===== config.mk =====
export PLATFORM = sky130hd
export DESIGN_NAME = driver_scan_counter
export DESIGN_NICKNAME = d
export VERILOG_FILES = /design/src/rtl/driver_scan_pkg.sv /design/src/rtl/driver_row_decoder.sv /design/src/rtl/driver_scan_counter.sv
export SDC_FILE = /design/constraint.sdc
export NUM_CORES = 1
export LEC_CHECK = 0
export ABC_AREA = 0
export BUFFER_PORTS_ARGS = -buffer_cell sky130_fd_sc_hd__buf_2
export CAP_MARGIN = 20
export CORE_AREA = 2 2 39 41
export CTS_CLUSTER_DIAMETER = 30
export DETAILED_ROUTE_END_ITERATION = 10
export DIE_AREA = 0 0 41 43
export PLACE_DENSITY = 0.67
export RECOVER_POWER = 25
export SLEW_MARGIN = 30
export SYNTH_ARGS = -nofsm -noshare
export SYNTH_HDL_FRONTEND = slang
export SYNTH_SLANG_ARGS = --single-unit

===== constraint.sdc =====
create_clock -name clk -period 2.2 [get_ports clk]
set_input_delay 0.44 -clock clk [delete_from_list [all_inputs] [get_ports clk]]
set_output_delay 0.44 -clock clk [all_outputs]
set_load 0.005 [all_outputs]

===== src/rtl/driver_scan_pkg.sv =====
// Shared definitions for the LED matrix scan counters: mode encodings and the
// rule that derives a count width from a row count.
package driver_scan_pkg;

  localparam logic [1:0] MODE_UP       = 2'b00;
  localparam logic [1:0] MODE_DOWN     = 2'b01;
  localparam logic [1:0] MODE_PINGPONG = 2'b10;
  localparam logic [1:0] MODE_HOLD     = 2'b11;

  // Smallest width that can hold 0..rows-1, never less than one bit.
  function automatic int unsigned scan_width(input int unsigned rows);
    return (rows > 1) ? $clog2(rows) : 1;
  endfunction

endpackage


===== src/rtl/driver_row_decoder.sv =====
// Binary index to one-hot select decoder, shared by the row and column drivers.
module driver_row_decoder
  import driver_scan_pkg::*;
#(
  parameter int unsigned ROWS  = 5,
  parameter int unsigned WIDTH = scan_width(ROWS)
) (
  input  logic [WIDTH-1:0] bin_number_i,
  output logic [ROWS-1:0]  row_sel_o
);

  always_comb begin
    row_sel_o = '0;
    for (int unsigned i = 0; i < ROWS; i++) begin
      row_sel_o[i] = (bin_number_i == WIDTH'(i));
    end
  end

endmodule


===== src/rtl/driver_scan_counter.sv =====
// Modulo-ROWS row-scan counter with prescaler, up/down/ping-pong/hold modes,
// synchronous clamped load and a sequence-complete wrap strobe.
module driver_scan_counter
  import driver_scan_pkg::*;
#(
  parameter int unsigned ROWS  = 5,
  parameter int unsigned WIDTH = scan_width(ROWS),
  parameter int unsigned DIV   = 1
) (
  input  logic             clk,
  input  logic             rst,
  input  logic             en,
  input  logic [1:0]       mode,
  input  logic             load,
  input  logic [WIDTH-1:0] load_value,
  output logic [WIDTH-1:0] bin_number,
  output logic [ROWS-1:0]  row_sel,
  output logic             tick,
  output logic             wrap
);

  localparam int unsigned      PreW   = (DIV > 1) ? $clog2(DIV) : 1;
  localparam logic [WIDTH-1:0] MaxRow = WIDTH'(ROWS - 1);
  localparam logic [PreW-1:0]  PreMax = PreW'(DIV - 1);

  logic [WIDTH-1:0] bin_q, bin_d, step_val;
  logic [PreW-1:0]  pre_q, pre_d;
  logic             dir_q, dir_d, step_dir;  // dir: 1 = descending (ping-pong only)
  logic             boundary;

  // Candidate next count and direction if this cycle ticks.
  always_comb begin
    step_val = bin_q;
    step_dir = dir_q;
    boundary = 1'b0;
    unique case (mode)
      MODE_UP: begin
        boundary = (bin_q == MaxRow);
        step_val = boundary ? '0 : bin_q + 1'b1;
      end
      MODE_DOWN: begin
        boundary = (bin_q == '0);
        step_val = boundary ? MaxRow : bin_q - 1'b1;
      end
      MODE_PINGPONG: begin
        if (ROWS == 1) begin
          boundary = 1'b1;
        end else if (dir_q) begin
          boundary = (bin_q == '0);
          if (boundary) begin
            step_val = WIDTH'(1);
            step_dir = 1'b0;
          end else begin
            step_val = bin_q - 1'b1;
          end
        end else if (bin_q == MaxRow) begin
          step_val = WIDTH'(ROWS - 2);
          step_dir = 1'b1;
        end else begin
          step_val = bin_q + 1'b1;
        end
      end
      default: ;
    endcase
  end

  assign tick = en & (pre_q == PreMax) & ~rst & ~load;
  assign wrap = tick & boundary;

  always_comb begin
    bin_d = bin_q;
    dir_d = dir_q;
    pre_d = pre_q;
    if (load) begin
      bin_d = (load_value > MaxRow) ? MaxRow : load_value;
      dir_d = 1'b0;
      pre_d = '0;
    end else begin
      if (en) begin
        pre_d = tick ? '0 : pre_q + 1'b1;
      end
      if (tick) begin
        bin_d = step_val;
        dir_d = step_dir;
      end
    end
  end

  always_ff @(posedge clk) begin
    if (rst) begin
      bin_q <= '0;
      dir_q <= 1'b0;
      pre_q <= '0;
    end else begin
      bin_q <= bin_d;
      dir_q <= dir_d;
      pre_q <= pre_d;
    end
  end

  assign bin_number = bin_q;

  driver_row_decoder #(
    .ROWS  (ROWS),
    .WIDTH (WIDTH)
  ) u_row_decoder (
    .bin_number_i (bin_q),
    .row_sel_o    (row_sel)
  );

endmodule


==> results.cfg <==
[outcome]
outcome = complete, no violations

[cells_and_area]
final_cells = 103
utilization_pct = 48.0
area_growth_pct = 24.6
diodes = 0
layout-drive-gt1-share_pct = 28.7
design_area_sq_um = 664
num-fill-cells = 144
num-nets-final = 107

[timing]
setup_viol_count_final = 0
drv_slew = 0
worst_pin_slew_ns = 0.358
period_needed_ns = 1.95
setup_tns_ns = 0
whs_ns = 0.367
rsz0062_at_grt = false
post-route-period-util_pct = 88.7
slew_headroom_pct = 76.1
clock.fmax_mhz = 512
hold_viol_final = 0
clock-skew-final_ns = 0.00397

[critical_path]
cp_data_arrival_time_ns = 1.51
end_kind = output pin
critPathBufInv = 3
worstSetupPathDepth = 8
start_kind = input pin
criticalPathCategory = input pin to output pin
rrSetupSlack_ns = 0.34
critical_path_peak_fanout = 6
worstReg2RegEnd = bin_number[2]
rr_worst_depth = 7
cp_slowest_cell = ha_1
path_delay_family = buffers and inverters
r2r_start = bin_number[0]
crit_chain = buf_2 > inv_1 > ha_1 > a21oi_1 > nor2_1 > a21oi_1 > nor3_1 > buf_2
cp.required_ns = 1.76
critPathMaxStageDelay_ns = 0.26

[routing]
drtIter0Drc = 8
wirelength_mm = 1.16
vias = 533
drc = 0
drtPass1Iterations = 2
antenna_left = 0
wire_per_inst_um = 11.3
via_per_inst = 5.17

[yosys]
synthAdderAreaFrac_pct = 23.5
yosysTopAreaCell = ha_1
syn_inst = 65
synth_seq_area_share_pct = 18.8
yosys_warnings = 0
synth_compound_area_share_pct = 23.0
synth_top_family_by_area = simple AND/OR/NAND/NOR gates
ys_dominant_reg_cell = dfxtp_1
syn_nets = 84
yosys_register_bits = 5
yosys.area.top_type_share_pct = 23.5
synthTopCellsByArea = ha_1, dfxtp_1, a21oi_1
synth_edf_count = 0
synth-simple-area-share_pct = 26.5
async_reset_ff_share_pct = 0
yosysMostFrequentCell = ha_1
yosys.area_share.xor_xnor_pct = 0
avgSynthCellArea_sq_um = 8.20
synth_common_cells = ha_1, nor2_1
muxShareOfSynthArea_pct = 1.88
synth.distinct_cells = 28
syn_area_sq_um = 533

[clock_network]
cts_hold_buf = 0
clock_path_buffers = 2
cts_root_buf = clkbuf_4
h-tree-depth = 1
post_cts_buffers = 0
clk_latency_ns = 0.25
clkTransAtPathRegs_ns = 0.04
cts_tree = built
ctsResizeCount = 0
numCtsBuffers = 3
cts.sinks = 5

[hold_path]
hold_path_end = pre_q
whs_path_depth = 2
min_from = en
hp-class = input pin to flop

[grt]
grt_pass1_vias = 485
antenna_found_initial = 0
track_usage_pct = 17.3
gr-total-overflow = 0
grt_max_degree = 13
grt_pass1_wl_mm = 2.04

[placement]
gp_congestion = 0.775
dpl.cell_count = 99
place.port_buffers = 18
placed_area_sq_um = 639
hpwl_um = 908

[power]
p_per_area_nw_per_um2 = 486
p_leak_nw = 0.319
ir_worst_vdd_mv = 0.275

[floorplan]
start_util_pct = 38.5
die_h_um = 43
ios = 19
core_sq_um = 1380
num_rows = 14
die_w_um = 41
dieArea_sq_um = 1760

[flow_run]
drv_cap = 0
-- routing by layer --
layer	global-route usage, %	up-vias	routed length (um)
met5	0	-	0
met4	14.0	0	46
met3	1.57	5	49
met2	23.1	13	519
met1	23.9	235	544
li1	-	280	-
-- worst register-to-register path, delay by kind of cell, from the launching register on --
kind	cells	cell delay [ns]
compound gates	3	0.38
fa+ha+maj	1	0.32
buf+inv	1	0.14
flops	1	0.41
simple gates	2	0.55
-- power breakdown --
group	total, mW	switching [mW]	leakage, nW	internal [mW]
sequential	0.101	0.00498	0.0409	0.0959
clock	0.107	0.0380	0.0150	0.0686
combinational	0.115	0.0638	0.263	0.0513
total	0.323	0.107	0.319	0.216
-- layout make-up --
type                            count  area, sq um  share of cell area [%]
Inverter                            6         22.5                    3.39
Clock buffer                        4         26.3                    3.95
Tap cell                           16         20.0                    3.01
Multi-Input combinational cell     53          399                    60.1
Sequential cell                     5          100                    15.1
Timing Repair Buffer               19         96.3                    14.5
-- cell families after synthesis --
kind of cell / Yosys count
mux: 1
flops: 5
compound gates: 16
simple gates: 26
buf+inv: 7
fa+ha+maj: 10
-- worst max path at each step --
stage | from | end | slack [ns]
CTS | mode[0] | wrap | 0.25
finish | mode[0] | wrap | 0.25
global placement | mode[0] | bin_number[0] | 0.25
global route | mode[0] | wrap | 0.11
detailed placement | mode[0] | bin_number[0] | 0.20
floorplan | mode[0] | bin_number[0] | 0.43
-- per-stage QoR --
| stage | power, mW | setup slack (ns) |
|---|---|---|
| 2_1_floorplan | 0.180 | 0.430 |
| 3_3_place_gp | 0.217 | 0.248 |
| 3_5_place_dp | 0.218 | 0.201 |
| 4_1_cts | 0.329 | 0.252 |
| 5_1_grt | 0.350 | 0.107 |
| 6_report | 0.323 | 0.248 |
-- placed cells by master (no fill, tap or decap) --
cell type  netlist  routed
buf_4            0       1
clkbuf_4         0       3
a221oi_1         1       1
and2_4           1       1
or3_1            1       1
o311ai_1         1       1
a2111oi_2        1       1
a311oi_1         1       1
a211oi_2         1       1
dfxtp_1          5       5
a21oi_2          1       1
nor2_1           6       6
a211oi_1         2       2
nand3_1          1       1
nor2b_1          4       4
mux2i_1          1       1
clkinv_1         1       1
nor3b_1          1       1
buf_2            0      17
a21oi_1          5       5
o21bai_1         1       1
or3b_1           1       1
nand2_1          3       3
nor3_1           5       5
ha_1            10      10
o21ai_1          1       1
clkbuf_1         0       2
o211ai_1         1       1
nor4b_1          1       1
inv_1            5       5
nand2b_1         2       2
Note: power is estimated with default switching activity, not from simulation.
